`src/rtl/mem_arbiter.sv`:
```
// Two-port (icache/dcache) arbiter in front of a single cache-line memory port.
// Define MEM_ARBITER_ROUND_ROBIN_EN for round-robin ties; otherwise p1 (dcache) wins ties.
module mem_arbiter #(
  parameter int ADDR_W      = 32,
  parameter int DATA_W      = 256,
  parameter int TIMEOUT_CYC = 1023
) (
  input  logic              clk_i,
  input  logic              rst_i,
  input  logic              p0_req_i,
  input  logic              p0_write_i,
  input  logic [ADDR_W-1:0] p0_addr_i,
  input  logic [DATA_W-1:0] p0_data_i,
  output logic [DATA_W-1:0] p0_data_o,
  output logic              p0_ack_o,
  input  logic              p1_req_i,
  input  logic              p1_write_i,
  input  logic [ADDR_W-1:0] p1_addr_i,
  input  logic [DATA_W-1:0] p1_data_i,
  output logic [DATA_W-1:0] p1_data_o,
  output logic              p1_ack_o,
  output logic              mem_enable_o,
  output logic              mem_write_o,
  output logic [ADDR_W-1:0] mem_addr_o,
  output logic [DATA_W-1:0] mem_data_o,
  input  logic [DATA_W-1:0] mem_data_i,
  input  logic              mem_ack_i,
  output logic              busy_o,
  output logic              timeout_o
);

  localparam int CNT_W = $clog2(TIMEOUT_CYC + 1);
  localparam logic [CNT_W-1:0] CNT_LIMIT = CNT_W'(TIMEOUT_CYC);

  localparam logic [1:0] S_IDLE  = 2'd0;
  localparam logic [1:0] S_ISSUE = 2'd1;
  localparam logic [1:0] S_WAIT  = 2'd2;
  localparam logic [1:0] S_DONE  = 2'd3;

  logic [1:0]        state_reg, state_next;
  logic              grant_reg, grant_next;
  logic              write_reg, write_next;
  logic [ADDR_W-1:0] addr_reg, addr_next;
  logic [DATA_W-1:0] wdata_reg, wdata_next;
  logic [CNT_W-1:0]  cnt_reg, cnt_next;
  logic              tflag_reg, tflag_next;

  logic [1:0]        req;
  logic [1:0]        write_vec;
  logic [ADDR_W-1:0] addr_vec [2];
  logic [DATA_W-1:0] data_vec [2];
  logic [DATA_W-1:0] rdata_reg [2];
  logic [1:0]        ack_vec;
  logic              grant_sel;
  logic              active;
  logic [CNT_W-1:0]  cnt_inc;

  assign req       = {p1_req_i, p0_req_i};
  assign write_vec = {p1_write_i, p0_write_i};
  assign addr_vec[0] = p0_addr_i;
  assign addr_vec[1] = p1_addr_i;
  assign data_vec[0] = p0_data_i;
  assign data_vec[1] = p1_data_i;

`ifdef MEM_ARBITER_ROUND_ROBIN_EN
  // Reset value 1 makes p0 the winner of the first tie.
  logic last_grant_reg;

  always_comb begin
    if (req[0] && req[1]) grant_sel = ~last_grant_reg;
    else                  grant_sel = req[1];
  end

  always_ff @(posedge clk_i or negedge rst_i) begin
    if (!rst_i) begin
      last_grant_reg <= 1'b1;
    end else if (state_reg == S_IDLE && (|req)) begin
      last_grant_reg <= grant_sel;
    end
  end
`else
  assign grant_sel = req[1];
`endif

  // The counter only advances while in WAIT and leaves at CNT_LIMIT, so it never wraps.
  assign cnt_inc = cnt_reg + CNT_W'(1);

  always_comb begin
    state_next = state_reg;
    grant_next = grant_reg;
    write_next = write_reg;
    addr_next  = addr_reg;
    wdata_next = wdata_reg;
    cnt_next   = cnt_reg;
    tflag_next = tflag_reg;
    case (state_reg)
      S_IDLE: begin
        if (|req) begin
          state_next = S_ISSUE;
          grant_next = grant_sel;
          write_next = write_vec[grant_sel];
          addr_next  = addr_vec[grant_sel];
          wdata_next = data_vec[grant_sel];
          tflag_next = 1'b0;
        end
      end
      S_ISSUE: begin
        state_next = S_WAIT;
        cnt_next   = '0;
      end
      S_WAIT: begin
        cnt_next = cnt_inc;
        if (mem_ack_i) begin
          state_next = S_DONE;
        end else if (cnt_inc == CNT_LIMIT) begin
          state_next = S_DONE;
          tflag_next = 1'b1;
        end
      end
      S_DONE: begin
        state_next = S_IDLE;
        tflag_next = 1'b0;
      end
      default: state_next = S_IDLE;
    endcase
  end

  always_ff @(posedge clk_i or negedge rst_i) begin
    if (!rst_i) begin
      state_reg <= S_IDLE;
      grant_reg <= 1'b0;
      write_reg <= 1'b0;
      addr_reg  <= '0;
      wdata_reg <= '0;
      cnt_reg   <= '0;
      tflag_reg <= 1'b0;
    end else begin
      state_reg <= state_next;
      grant_reg <= grant_next;
      write_reg <= write_next;
      addr_reg  <= addr_next;
      wdata_reg <= wdata_next;
      cnt_reg   <= cnt_next;
      tflag_reg <= tflag_next;
    end
  end

  // Per-requester read-data holding registers and ack decode.
  for (genvar gi = 0; gi < 2; gi++) begin : g_port
    assign ack_vec[gi] = (state_reg == S_DONE) && (grant_reg == 1'(gi));

    always_ff @(posedge clk_i or negedge rst_i) begin
      if (!rst_i) begin
        rdata_reg[gi] <= '0;
      end else if (state_reg == S_WAIT && mem_ack_i && !write_reg
                   && grant_reg == 1'(gi)) begin
        rdata_reg[gi] <= mem_data_i;
      end
    end
  end

  assign active       = (state_reg == S_ISSUE) || (state_reg == S_WAIT);
  assign mem_enable_o = (state_reg == S_ISSUE);
  assign mem_write_o  = active && write_reg;
  assign mem_addr_o   = active ? addr_reg  : '0;
  assign mem_data_o   = active ? wdata_reg : '0;
  assign busy_o       = (state_reg != S_IDLE);
  assign timeout_o    = (state_reg == S_DONE) && tflag_reg;
  assign p0_ack_o     = ack_vec[0];
  assign p1_ack_o     = ack_vec[1];
  assign p0_data_o    = rdata_reg[0];
  assign p1_data_o    = rdata_reg[1];

endmodule

```
`config.mk`:
```
export PLATFORM = sky130hd
export DESIGN_NAME = mem_arbiter
export DESIGN_NICKNAME = d
export VERILOG_FILES = /design/src/rtl/mem_arbiter.sv
export SDC_FILE = /design/constraint.sdc
export NUM_CORES = 1
export LEC_CHECK = 0
export CORE_AREA = 4 4 643 645
export CTS_CLUSTER_SIZE = 20
export DETAILED_ROUTE_END_ITERATION = 7
export DIE_AREA = 0 0 647 649
export MAX_ROUTING_LAYER = met4
export PLACE_DENSITY = 0.36
export SETUP_SLACK_MARGIN = 0.4
export SYNTH_ARGS = -nofsm -noshare
export SYNTH_HDL_FRONTEND = slang
export SYNTH_SLANG_ARGS = --single-unit
```
`constraint.sdc`:
```
create_clock -name clk_i -period 3.2 [get_ports clk_i]
set_input_delay 0.48 -clock clk_i [delete_from_list [all_inputs] [get_ports clk_i]]
set_output_delay 0.48 -clock clk_i [all_outputs]
set_load 0.1 [all_outputs]
```
Word level (Yosys, flattened, before mapping)
Cells that the tools add are included.
{"block": "word_totals", "regBits": 815, "input_bits": 839, "output_inout_bits": 806, "wordCells": 59}
{"block": "classes", "addsub": 1, "order_cmp": 2, "n_eq_ne": 8, "mux": 19, "n_bitwise": 2, "n_reduce_logical": 18}
{"cell": "$mux 256", "count": 4}
{"cell": "$mux 32", "count": 4}
{"cell": "$pmux 10 s2", "count": 1}
{"cell": "$add 10x1->10 const B", "count": 1}
{"cell": "$eq 10x10->1 const B", "count": 1}
{"cell": "$logic_and 1x1->1", "count": 8}
{"cell": "$pmux 2 s4", "count": 1}
{"cell": "$mux 2", "count": 3}
{"cell": "$ne 2x2->1 const B", "count": 3}
{"cell": "$mux 1", "count": 5}
{"cell": "$eq 2x2->1 const B", "count": 2}
{"cell": "$reduce_and 2->1", "count": 2}
{"cell": "$reduce_and 4->1", "count": 1}
{"cell": "$reduce_bool 2->1", "count": 2}
{"cell": "$ne 3x3->1 const B", "count": 1}
{"cell": "$pmux 1 s3", "count": 1}
{"cell": "$reduce_bool 3->1", "count": 1}
{"cell": "$eq 2x1->1 const B", "count": 1}
{"cell": "$ge 2x2->1 const B", "count": 1}
{"cell": "$logic_not 2->1", "count": 1}
{"cell": "$lt 1x2->1 const B", "count": 1}
{"cell": "$not 1->2", "count": 1}
{"cell": "$reduce_or 2->1", "count": 1}
{"cell": "$logic_not 1->1", "count": 1}
{"cell": "other kinds (2)", "count": 2}

Depth between registers and ports, before layout
{"block": "logic_depth", "ltp_word": 5, "depth_mapped": 9, "mapped_depth_nobuf": 7}

Least setup slack after synthesis
No wires, ideal clock.
{"block": "synth_timing", "kind": "reg-to-output", "start": "register state_reg[0]", "end": "output mem_data_o[0]", "t_arrival_ns": 2.328, "required_ns": 2.720, "setup_slack_ns": 0.392, "path_stages_with_launch": 7, "path_buffers": 3, "path_cell_list": "dfrtp_1 > inv_1 > ha_1 > clkbuf_1 > clkbuf_1 > clkbuf_1 > and2_1"}
{"block": "synth_between", "elab_chain_len": 3, "elab_cells_between_ends": 4, "classes_between": "eq/ne: 2; mux: 1; reduce/logical: 1"}
{"element": "start: declaration", "line": "40", "text": "logic [1:0] state_reg, state_next;"}
{"element": "start signal: assignment", "line": "138", "text": "state_reg <= state_next;"}
{"element": "$eq 2x1->1 or $eq 2x2->1 (tied branches)", "line": "162", "text": "assign active = (state_reg == S_ISSUE) || (state_reg == S_WAIT);"}
{"element": "$logic_or 1x1->1 *", "line": "162"}
{"element": "$mux 256 *", "line": "166", "text": "assign mem_data_o = active ? wdata_reg : '0;"}
{"element": "end: declaration", "line": "25", "text": "output logic [DATA_W-1:0] mem_data_o,"}
Every way passes the cells marked *; elsewhere a longest branch is shown, timed or not.

Worst setup path after layout
{"block": "layout_timing", "start": "register state_reg[0]", "end": "output mem_data_o[190]"}
Same word-level chain as after synthesis.

==> out/summary.txt <==
status: finished clean
clk sinks: 815
Worst-path clk slew: 0.05 ns
Critical Path AT: 2.49 ns
clock skew: 0.0899 ns
yosys warns: 0
CTS root buffer: clkbuf_16
CTS tree: yes
drt wl/cell: 27.0 microns
CP max stage delay: 0.41 ns
First-pass DRT Iterations: 5
CP endpoint kind: output pin
WL final: 272 mm
slowest CP cell: dfrtp_2
Total GRT Usage: 12.8%
Slew Viols, Final: 0
HP Class: in -> reg
largest net degree at the start of global routing: 123
RSZ-0062 raised after global routing: yes
Skew-Pair Late Insertion Delay: 0.87 ns
Placed Cells: 9,786
CTS Buf Count: 112
Initial Utilization: 8.55%
total die area: 420,000 sq um
Post-Syn Instances: 2,770
Worst-Margin Slew: 1.02 ns
Core Area: 408,000 sq um
Die Height: 649 microns
vias in the first global route: 31,300
1st-iter DRT viols: 1,247
Max-Cap Viols: 0
startpoint types: register
Period minus WS final: 2.97 ns
setup_tns: 0 ns
I/O pin count: 1,645
Post-DRT Antenna Nets: 0
initial antenna violation count: 165
via count: 29,500
sequential cell area fraction in the yosys report: 58.4%
setup ws final: 0.228 ns
cell row count: 235
final global-route overflow total: 0
port bufs: 1,644
hold_ws: 0.217 ns
Yosys cell types: 40
period utilisation layout: 92.9%
Synth Cell Area: 34,900 sq um
NumNets Final: 5,330
relative slew slack: 32.0%
RePlAce Congestion: 0.863
syn nets: 3,616
flops & latches, synth: 815
DP Worst Slack: 0.325 ns
Area Overhead vs Synth: 86.6%
first-pass GRT wire length: 345 mm
Hold Violations, Final: 0
Avg Vias per Cell: 2.93
CP required: 2.72 ns
Buf+Inv Stages, Crit Path: 5
largest buffer count on any clock path: 4
layout cell share with drive strength beyond 1: 30.5%
# DRC: 0
fmax: 336 MHz
final count of negative-setup-slack endpoints: 0
Crit Path Max Fanout: 13
critical setup path kind: reg -> out
DP Wirelength: 233 mm
Die Wd: 647 microns
Final Non-Filler Cells: 10,100
syn avg cell area: 12.6 sq um
htree depth: 3
crit path cell chain: inv_2 -> ha_4 -> buf_12 -> buf_12 -> clkbuf_16 -> and2_2 -> buf_12
delay-heaviest family, CP: buffers and inverters
most frequent cell on the critical path: buf_12
## worst min-delay path: cells and delay by family
kind	cells	cell delay, ns
buf+inv	1	0.20
mux	1	0.18
compound gates	1	0.08
## final cells by class
cell class | instances | area [sq um]
well taps | 5451 | 6820
clock inverters | 40 | 395
flip-flops and latches | 815 | 20400
repair buffers | 1790 | 20000
clock buffers | 164 | 3280
multi-input cells | 1757 | 14000
inverters | 8 | 30.0
fillers | 45600 | 343000
diodes | 63 | 158
## metrics by stage
stage | area (sq um) | utilization (%)
finish | 65100 | 16.0
global route | 65100 | 15.9
CTS | 64400 | 15.8
detailed placement | 59700 | 14.6
global placement | 59700 | 14.6
floorplan | 35100 | -
## path summary, 6_finish.rpt
| path | start | endpoint | slack, ns | depth (start not counted) |
|---|---|---|---|---|
| max reg2reg | state_reg[0] | p1_data_o[132] | 0.75 | 8 |
| max | state_reg[0] | mem_data_o[190] | 0.23 | 7 |
| min | p1_req_i | addr_reg[31] | 0.22 | 3 |
| min in group asynchronous | rst_i | p1_data_o[31] | 0.36 | 2 |
| max in group asynchronous | rst_i | wdata_reg[125] | 1.73 | 3 |
| min reg2reg | wdata_reg[142] | wdata_reg[142] | 0.47 | 2 |
## kinds of logic after synthesis
group / share of synthesized area, %
buffers and inverters: 2.61
multiplexers: 24.9
AO/OA/AOI/OAI: 4.68
XOR/XNOR: 0.0251
AND/OR/NAND/NOR: 9.13
flip-flops: 58.4
adder cells (fa/ha/maj): 0.251
## layout by cell type (no fill, tap or decap), drive strengths merged, types with 63 or more instances in the layout
cell type,count
buf,916
clkdlybuf4s50,836
dfrtp,815
mux2,513
nand2,304
o21ai,300
and2,291
mux2i,290
clkbuf,170
diode,63
## synthesized netlist by cell type, drive strengths merged
library cell  instances  area [sq um]
o41ai                 1          8.76
nor2                  5          18.8
a21oi                 2          10.0
o32a                  1          10.0
o221a                 1          11.3
xnor2                 1          8.76
ha                    7          87.6
a211oi                1          12.5
a221oi                1          8.76
or3                   3          18.8
inv                   8          30.0
o31ai                 1          7.51
nor4b                 1          15.0
dfrtp               815         20400
nand3b                1          7.51
and3                  3          21.3
nor2b                 2          12.5
o21ai               300          1500
mux2                513          5780
a22o                  7          61.3
or4                   1          7.51
nand3                 8          40.0
mux2i               290          2900
nand4                 1          6.26
nand2b                4          25.0
nor4                  2          18.8
nand2               304          1140
clkbuf               70           263
and2                291          1820
buf                 120           617
nor3                  4          25.0
and4                  1          8.76
## per-layer routing
layer / share of wire (%) / track usage, % / vias up
li1: - / - / 13100
met1: 36 / 12.9 / 14800
met2: 54 / 23.9 / 1261
met3: 8.2 / 4.45 / 368
met4: 2.2 / 2.33 / 0
met5: 0 / - / -
## what timing repair did
action	in CTS	in global routing
gates cloned	9	6
setup buffers	17	2
hold endpoints to repair	16	0
pin swaps	3	35
gates resized for setup	161	128
setup endpoints to repair	322	323
hold buffers	1	0
Power is not shown: default switching activity piles up to over one toggle a cycle in this logic, so the estimate is an artifact.
==> edit (same settings) <==
The option `MEM_ARBITER_ROUND_ROBIN_EN` is turned on by a define.
--- a/src/rtl/mem_arbiter.sv
+++ b/src/rtl/mem_arbiter.sv
@@ -1,5 +1,7 @@
 // Two-port (icache/dcache) arbiter in front of a single cache-line memory port.
 // Define MEM_ARBITER_ROUND_ROBIN_EN for round-robin ties; otherwise p1 (dcache) wins ties.
+`define MEM_ARBITER_ROUND_ROBIN_EN
+
 module mem_arbiter #(
   parameter int ADDR_W      = 32,
   parameter int DATA_W      = 256,
Check against the original RTL: not settled (the Yosys comparison gave no result); the edit may change what the design does.
==> edit against the original RTL <==
  * Clock skew fell by 20 ps
  * Sequential cell count increased by 1
  * Via count grew 1.9%
  * Non-clock buffer count is 13 higher
  * Cell area up 1.1%
  * Wire length rose by 12%
  * Worst hold slack improved by 24 ps
  * Sequential share of layout area shrank 0.30 points
  * Global-route usage increased by 1.6 points
  * Area after synthesis increased by 0.32%
  * Setup slack got worse by 40 ps
  * Critical endpoint is now mem_data_o[133]
  * Highest routed layer unchanged
Power is not shown: default switching activity piles up to over one toggle a cycle in this logic, so the estimate is an artifact.
==> edit: results (changes against the original RTL) <==
place:
  post-place-ws_ps: 230  # -94.6 ps
  place_area_sq_um: 59400  # -0.50%
  gp_routability_congestion: 0.905  # +4.8%
  post-place-cells: 9778  # -0.082%
timing:
  max-slew-margin-rel_pct: 31.6  # -0.36 points
global_routing:
  antenna_found_initial: 201  # +22%
  met1_usage_pct: 14.8  # +2.0 points
  grt_pass1_vias: 31300  # -0.013%
  met2_usage_pct: 26.2  # +2.3 points
  grt_use_total_pct: 14.4  # +1.6 points
  grt_pass1_wl_mm: 379  # +10%
cells_and_area:
  clock_cell_area_share_pct: 5.67  # +0.024 points
  area_delta_synth_final_pct: 88.1
  clockBufferCount: 153  # -6.7%
  regArea_sq_um: 20400  # +0.12%
  buffers: 1803  # +0.73%
logic_synthesis:
  synthDistinctLibCells: 47  # +18%
  synth_area_sq_um: 35000  # +0.32%
  yosysSeqAreaShare_pct: 58.3  # -0.11 points
critical_path:
  slowest_delay_ps: 380  # -30 ps
  slowest_stage: "dfrtp_1"
  r2r_cells: 9  # +1
run_status:
  outcome: "completed"
detailed_routing:
  vias: 30100  # +1.9%
min_path:
  hold_class: "primary input to asynchronous set/reset pin"
==> edit: changes by cell type after synthesis, moves of 5 or more <==
cell,change
a22o_1,-6
buf_2,-47
buf_4,+30
clkbuf_1,+10
inv_1,+7
mux2_1,-422
mux2_2,+421
nand2_1,-5
o21ai_0,+38
o21ai_1,-42
o22ai_1,+6
==> edit: what timing repair did <==
action,in CTS,in global routing
endpoints found under the setup margin,367,556
pin swaps,2,5
hold buffers,1,0
cloned,9,15
resized for setup,199,296
setup buffers,19,14
hold endpoints to repair,23,0
==> edit: worst max-delay path: cells and delay by family, from the launching register on <==
family	cells	cell delay, ps
adder cells (fa/ha/maj)	1	300
buffers and inverters	6	800
flip-flops	1	380
AND/OR/NAND/NOR	1	170
==> edit: kinds of logic after synthesis <==
group,Yosys count,synth area share (%)
flops,816,58.3
mux,804,24.8
simple gates,622,9.02
compound gates,321,4.75
buf+inv,203,2.87
fa+ha+maj,6,0.214
==> edit: per-layer routing <==
layer  up-vias  share of wire, %
li1      13100                 -
met1     15300                37
met2      1292                53
met3       395               8.2
met4         0               2.5
met5         -                 0
==> edit: path summary, 6_finish.rpt <==
check / from / endpoint / slack (ps)
max in group asynchronous: rst_i / p0_data_o[201] / 1810
worst max register to register: state_reg[0] / p0_data_o[115] / 550
worst min register to register: wdata_reg[202] / wdata_reg[202] / 470
worst min-delay path: rst_i / wdata_reg[56] / 240
min in group clk_i: mem_data_i[164] / p1_data_o[164] / 250
worst max-delay path: state_reg[0] / mem_data_o[133] / 190
